**config.mk**
```make
export PLATFORM = sky130hd
export DESIGN_NAME = data_port_arbiter
export DESIGN_NICKNAME = d
export VERILOG_FILES = /design/src/rtl/data_port_arbiter_pkg.sv /design/src/rtl/rr_pick2.sv /design/src/rtl/data_port_arbiter.sv
export SDC_FILE = /design/constraint.sdc
export NUM_CORES = 1
export LEC_CHECK = 0
export CORE_ASPECT_RATIO = 0.9
export CORE_MARGIN = 10
export CORE_UTILIZATION = 40
export CTS_BUF_LIST = sky130_fd_sc_hd__clkbuf_8
export CTS_CLUSTER_DIAMETER = 150
export CTS_CLUSTER_SIZE = 14
export DETAILED_ROUTE_END_ITERATION = 6
export DONT_BUFFER_PORTS = 1
export SETUP_SLACK_MARGIN = 0.02
export SKIP_LAST_GASP = 1
export SLEW_MARGIN = 30
export SYNTH_ARGS = -nofsm -noshare
export SYNTH_HDL_FRONTEND = slang
export SYNTH_SLANG_ARGS = --single-unit
```
**constraint.sdc**
```tcl
create_clock -name clk -period 3.1 [get_ports clk]
set_input_delay 0.465 -clock clk [delete_from_list [all_inputs] [get_ports clk]]
set_output_delay 0.465 -clock clk [all_outputs]
set_load 0.01 [all_outputs]
```
**src/rtl/data_port_arbiter_pkg.sv**
```systemverilog
// Shared types for the data-port arbiter.
//   arb_state_t : port ownership (IDLE = no owner, OWN0/OWN1 = locked to a master)
//   mid_t       : master id, 0 = CPU data port, 1 = debug/loader master
package arb_pkg;

    typedef enum logic [1:0] {
        IDLE = 2'd0,
        OWN0 = 2'd1,
        OWN1 = 2'd2
    } arb_state_t;

    typedef logic mid_t;

    localparam mid_t MID_CPU = 1'b0;
    localparam mid_t MID_DBG = 1'b1;

    function automatic arb_state_t own_state(input mid_t id);
        return (id == MID_DBG) ? OWN1 : OWN0;
    endfunction

endpackage

```
**src/rtl/rr_pick2.sv**
```systemverilog
// Combinational two-way pick for the data-port arbiter.
//   req[1:0]     : per-master request
//   last_winner  : master that won the previous handshake
//   own_valid    : port is locked to own_id
//   own_id       : current owner when locked
//   gnt[1:0]     : one-hot (or zero) grant
module rr_pick2
    import arb_pkg::*;
(
    input  logic [1:0] req,
    input  mid_t       last_winner,
    input  logic       own_valid,
    input  mid_t       own_id,
    output logic [1:0] gnt
);

    always_comb begin
        gnt = '0;
        if (own_valid) begin
            // Locked: only the owner may go, the other master waits.
            gnt[own_id] = req[own_id];
        end else if (&req) begin
            // Tie: the master that did not win last time goes.
            gnt[~last_winner] = 1'b1;
        end else begin
            gnt = req;
        end
    end

endmodule

```
**src/rtl/data_port_arbiter.sv**
```systemverilog
// Shares one data RAM / confreg port between the CPU data port (m0) and the
// debug/loader master (m1). Round-robin per transfer, with a bounded lock
// that lets one master keep the port for back-to-back transfers.
//   clk, reset            : clock, async active-high reset
//   mX_req/we/lock        : master X request, write enable, keep-ownership
//   mX_addr/wdata         : master X address / write data
//   mX_gnt                : handshake this cycle (with mX_req)
//   mX_rvalid/rdata       : read response, one cycle after a read handshake
//   s_en/we/addr/wdata    : slave access, muxed from the granted master
//   s_rdata               : slave read data (combinational RAM read)
module data_port_arbiter
    import arb_pkg::*;
#(
    parameter int AW       = 32,
    parameter int DW       = 32,
    parameter int MAX_LOCK = 16
) (
    input  logic          clk,
    input  logic          reset,

    input  logic          m0_req,
    input  logic          m0_we,
    input  logic          m0_lock,
    input  logic [AW-1:0] m0_addr,
    input  logic [DW-1:0] m0_wdata,
    output logic          m0_gnt,
    output logic          m0_rvalid,
    output logic [DW-1:0] m0_rdata,

    input  logic          m1_req,
    input  logic          m1_we,
    input  logic          m1_lock,
    input  logic [AW-1:0] m1_addr,
    input  logic [DW-1:0] m1_wdata,
    output logic          m1_gnt,
    output logic          m1_rvalid,
    output logic [DW-1:0] m1_rdata,

    output logic          s_en,
    output logic          s_we,
    output logic [AW-1:0] s_addr,
    output logic [DW-1:0] s_wdata,
    input  logic [DW-1:0] s_rdata
);

    localparam int             CW       = $clog2(MAX_LOCK + 1);
    localparam logic [CW-1:0]  CNT_LAST = CW'(MAX_LOCK - 1);

    arb_state_t    state, state_nx;
    logic [CW-1:0] lock_cnt, lock_cnt_nx;
    mid_t          last_winner, last_winner_nx;

    logic [1:0]    req, pick, gnt;
    logic          hs, win_we, win_lock;
    mid_t          win_id;

    logic          rd_pend;
    mid_t          rd_id;
    logic [DW-1:0] m0_rdata_q, m1_rdata_q;

    assign req = {m1_req, m0_req};

    rr_pick2 u_pick (
        .req         (req),
        .last_winner (last_winner),
        .own_valid   (state != IDLE),
        .own_id      ((state == OWN1) ? MID_DBG : MID_CPU),
        .gnt         (pick)
    );

    // No grant may be seen while reset is held, even with requests pending.
    assign gnt      = reset ? 2'b00 : pick;
    assign hs       = |gnt;
    assign win_id   = gnt[1] ? MID_DBG : MID_CPU;
    assign win_we   = (win_id == MID_DBG) ? m1_we   : m0_we;
    assign win_lock = (win_id == MID_DBG) ? m1_lock : m0_lock;

    // State register
    always_ff @(posedge clk or posedge reset) begin
        if (reset) begin
            state       <= IDLE;
            lock_cnt    <= '0;
            last_winner <= MID_DBG;
        end else begin
            state       <= state_nx;
            lock_cnt    <= lock_cnt_nx;
            last_winner <= last_winner_nx;
        end
    end

    // Next state. In OWNx only mx can handshake, so a handshake always
    // belongs to the owner (or starts a new ownership from IDLE).
    always_comb begin
        state_nx       = state;
        lock_cnt_nx    = lock_cnt;
        last_winner_nx = last_winner;
        if (hs) begin
            last_winner_nx = win_id;
            if (win_lock && (lock_cnt < CNT_LAST)) begin
                state_nx    = own_state(win_id);
                lock_cnt_nx = lock_cnt + 1'b1;
            end else begin
                // Unlocked transfer or lock budget exhausted: release.
                state_nx    = IDLE;
                lock_cnt_nx = '0;
            end
        end else if (state != IDLE) begin
            // Owner stopped requesting: drop the lock quietly.
            state_nx    = IDLE;
            lock_cnt_nx = '0;
        end
    end

    // Outputs
    always_comb begin
        m0_gnt  = gnt[0];
        m1_gnt  = gnt[1];
        s_en    = hs;
        s_we    = hs & win_we;
        s_addr  = gnt[1] ? m1_addr  : m0_addr;
        s_wdata = gnt[1] ? m1_wdata : m0_wdata;
    end

    // Read return: capture at the read handshake, present next cycle.
    // Each master keeps its own copy so rdata holds until its next read.
    always_ff @(posedge clk or posedge reset) begin
        if (reset) begin
            rd_pend    <= 1'b0;
            rd_id      <= MID_CPU;
            m0_rdata_q <= '0;
            m1_rdata_q <= '0;
        end else begin
            rd_pend <= hs & ~win_we;
            if (hs && !win_we) begin
                rd_id <= win_id;
                if (win_id == MID_DBG) m1_rdata_q <= s_rdata;
                else                   m0_rdata_q <= s_rdata;
            end
        end
    end

    assign m0_rvalid = rd_pend & (rd_id == MID_CPU);
    assign m1_rvalid = rd_pend & (rd_id == MID_DBG);
    assign m0_rdata  = m0_rdata_q;
    assign m1_rdata  = m1_rdata_q;

endmodule

```
==> metrics.md <==
| Metric | Value |
|---|---|
| Die width | 123.5 um |
| Storage cell area | 1853 um^2 |
| Synth Area in XOR/XNOR | 0.002272 |
| Yosys top cell area share | 0.4739 |
| Syn. warnings | 0 |
| Crit path kind | reg2out |
| # fillers | 896 |
| Finished Layout Cells | 522 |
| Min cycle time layout | 2.652 ns |
| Largest family of logic cells by synthesized area | simple AND/OR/NAND/NOR gates |
| Total CTS buffers | 9 |
| Critical Path End Type | output port |
| PortBufs | 0 |
| ANT cells | 0 |
| Max clock buf depth | 2 |
| Core ar. | 9249 um^2 |
| RSZ-0062 raised after global routing | false |
| TritonCTS clock tree | built |
| IO Pins | 302 |
| Final hold violation count | 0 |
| Global route total overflow | 0 |
| CTS hold repair buffers | 0 |
| CP startpoint kind | flop |
| Post-DP HPWL | 11.91 mm |
| Cell count after synthesis | 399 |
| Max Fclk | 0.3771 GHz |
| Worst Skew | 0.01011 ns |
| Htree depth | 3 |
| Maximum vdd drop | 0.3396 mV |
| Clock slew at reported path FFs | 0.08 ns |
| Die height | 113.1 um |
| Largest net degree at the start of global routing | 75 |
| Register area share after synthesis | 0.4807 |
| Setup Buffers After CTS | 0 |
| Power per cell area | 704.1 nW/um^2 |
| Required time worst endpoint | 2.63 ns |
| Post-CTS Resized | 0 |
| WL/cell | 27.23 um |
| Synth top area cells | dfrtp_1, nand2_1, mux2_4 |
| Total Power | 2921 uW |
| Simple-gate area share of the yosys netlist | 0.2317 |
| Synth cell types | 38 |
| Synth Area in Compound Gates | 0.02499 |
| Routed WL | 14.21 mm |
| DP Area | 3928 um^2 |
| Synth area leader | dfrtp_1 |
| Routed Antenna Nets | 0 |
| Setup TNS Final | 0 ns |
| Post-Synth Adder-Cell Area | 0.003246 |
| Max-slew headroom | 0.5483 |
| Die area | 13970 um^2 |
| Starting density of the core | 0.4168 |
| Worst Path Max Fanout | 55 |
| Syn_area_per_cell | 9.662 um^2 |
| Slew Limit Fails | 0 |
| Placed instance count | 506 |
| Net Count, Synth | 568 |
| Fin util | 0.4485 |
| Max-Cap Viols | 0 |
| Most common flop cell mapped by yosys | dfrtp_1 |
| Final setup vio count | 0 |
| Row count | 33 |
| EDFF count, synth | 0 |
| Drc violations | 0 |
| Via count | 2836 |
| Outcome | finished clean |
| Clock Tree Root | clkbuf_8 |
| TritonCTS Sinks | 74 |
| Number of global-route vias before repair | 2912 |
| Nets | 564 |
| Drt pass-1 iters | 4 |
| FF+latch count, synth | 74 |
| Initial antenna violation count | 0 |
| Multi-input logic area | 1838 um^2 |
| GRT Resource Usage Total | 0.1875 |
| Area growth syn-to-layout | 7.595% |
| WP data arrival | 2.19 ns |
| Hold/Removal Path Class | in2async |
| Share of layout cells above drive strength 1 | 0.1475 |
| Mux share of post-synthesis cell area | 0.2142 |
| First-pass GRT wire length | 19.61 mm |
| Mapped Area | 3855 um^2 |
| Post-route cell area | 4148 um^2 |
| Vias per Instance | 5.433 |
| Final period utilization | 0.8554 |
| Initial drt markers | 202 |
| Slew @ Worst Pin | 0.6735 ns |
| Clock Latency Late Sink | 0.34 ns |
| Fraction of registers with async set/reset | 1.000 |
| Leak | 0.002066 uW |
| Placer Congestion | 0.8772 |
==> path summary, 6_finish.rpt <==
kind | from | to | slack, ns | cells after the start
max | state[1] | s_addr[28] | 0.45 | 6
min | reset | state[1] | 0.16 | 2
max reg2reg | state[1] | m1_rdata[29] | 0.82 | 6
min reg2reg | last_winner | last_winner | 0.51 | 2
max in group asynchronous | reset | m1_rdata[9] | 2.46 | 2
min in group clk | m1_we | rd_id | 0.22 | 1
==> worst max-delay path: stages, from the launching register on <==
cell	delay [ns]
dfrtp_1	0.37
and3b_1	0.19
or3_2	0.50
inv_2	0.22
buf_12	0.27
nand2_1	0.11
nand2_1	0.14
==> sequential cells by signal (all words and copies together) (netlist names) <==
| register | count |
|---|---|
| rd_id | 1 |
| m1_rdata | 32 |
| rd_pend | 1 |
| last_winner | 1 |
| m0_rdata | 32 |
| lock_cnt | 5 |
| state | 2 |
==> cell families after synthesis <==
logic type / count (synthesis)
fa+ha+maj: 1
xor+xnor: 1
mux: 64
buf+inv: 27
flops: 74
simple gates: 219
compound gates: 13
==> power breakdown <==
| group | switching, uW | internal [uW] |
|---|---|---|
| logic | 289 | 279 |
| registers | 319 | 1220 |
| clock network | 362 | 451 |
==> stage by stage <==
| step | setup slack [ns] | hold slack (ns) |
|---|---|---|
| floorplan | 0.2480 | 0.4747 |
| global placement | 0.7622 | 0.5015 |
| detailed placement | 0.7375 | 0.4990 |
| CTS | 0.4317 | 0.1878 |
| global route | 0.2910 | 0.2068 |
| finish | 0.4484 | 0.1634 |
==> area by class of cell <==
class                           instances  share of cell area
Sequential cell                        74              0.4468
Multi-Input combinational cell        298              0.4431
Tap cell                              122             0.03680
Clock buffer                            9             0.02986
Clock inverter                          7             0.02232
Timing Repair Buffer                    7             0.01659
Inverter                                5            0.004525
==> cell usage after synthesis, types with 2 or more instances <==
master    number
mux2_1        36
and2_1         2
buf_1          2
clkbuf_1       6
nand2_1      197
buf_6          7
inv_1          4
buf_2          6
a21oi_1        2
nand2b_1       2
a211o_1        2
nor2b_1        2
o31ai_1        2
dfrtp_1       73
a22o_1         2
mux2_4        28
nor2_1         5
==> layer usage <==
layer,up-vias,wire [um],track usage
li1,1278,-,-
met1,1384,4568,0.1908
met2,155,7338,0.3197
met3,19,1973,0.1044
met4,0,331,0.05896
met5,-,0,0
==> layout by cell type (no fill, tap or decap), types with 2 or more instances in the layout <==
| master | n |
|---|---|
| a211o_1 | 2 |
| a21oi_1 | 2 |
| a22o_1 | 2 |
| and2_1 | 2 |
| buf_4 | 5 |
| bufinv_16 | 2 |
| clkbuf_8 | 9 |
| clkinvlp_4 | 2 |
| dfrtp_1 | 73 |
| inv_1 | 4 |
| inv_2 | 2 |
| mux2_1 | 36 |
| mux2_4 | 28 |
| nand2_1 | 197 |
| nand2b_1 | 2 |
| nor2_1 | 5 |
| nor2b_1 | 2 |
| o31ai_1 | 2 |
Power figures use the tool's default switching activity.
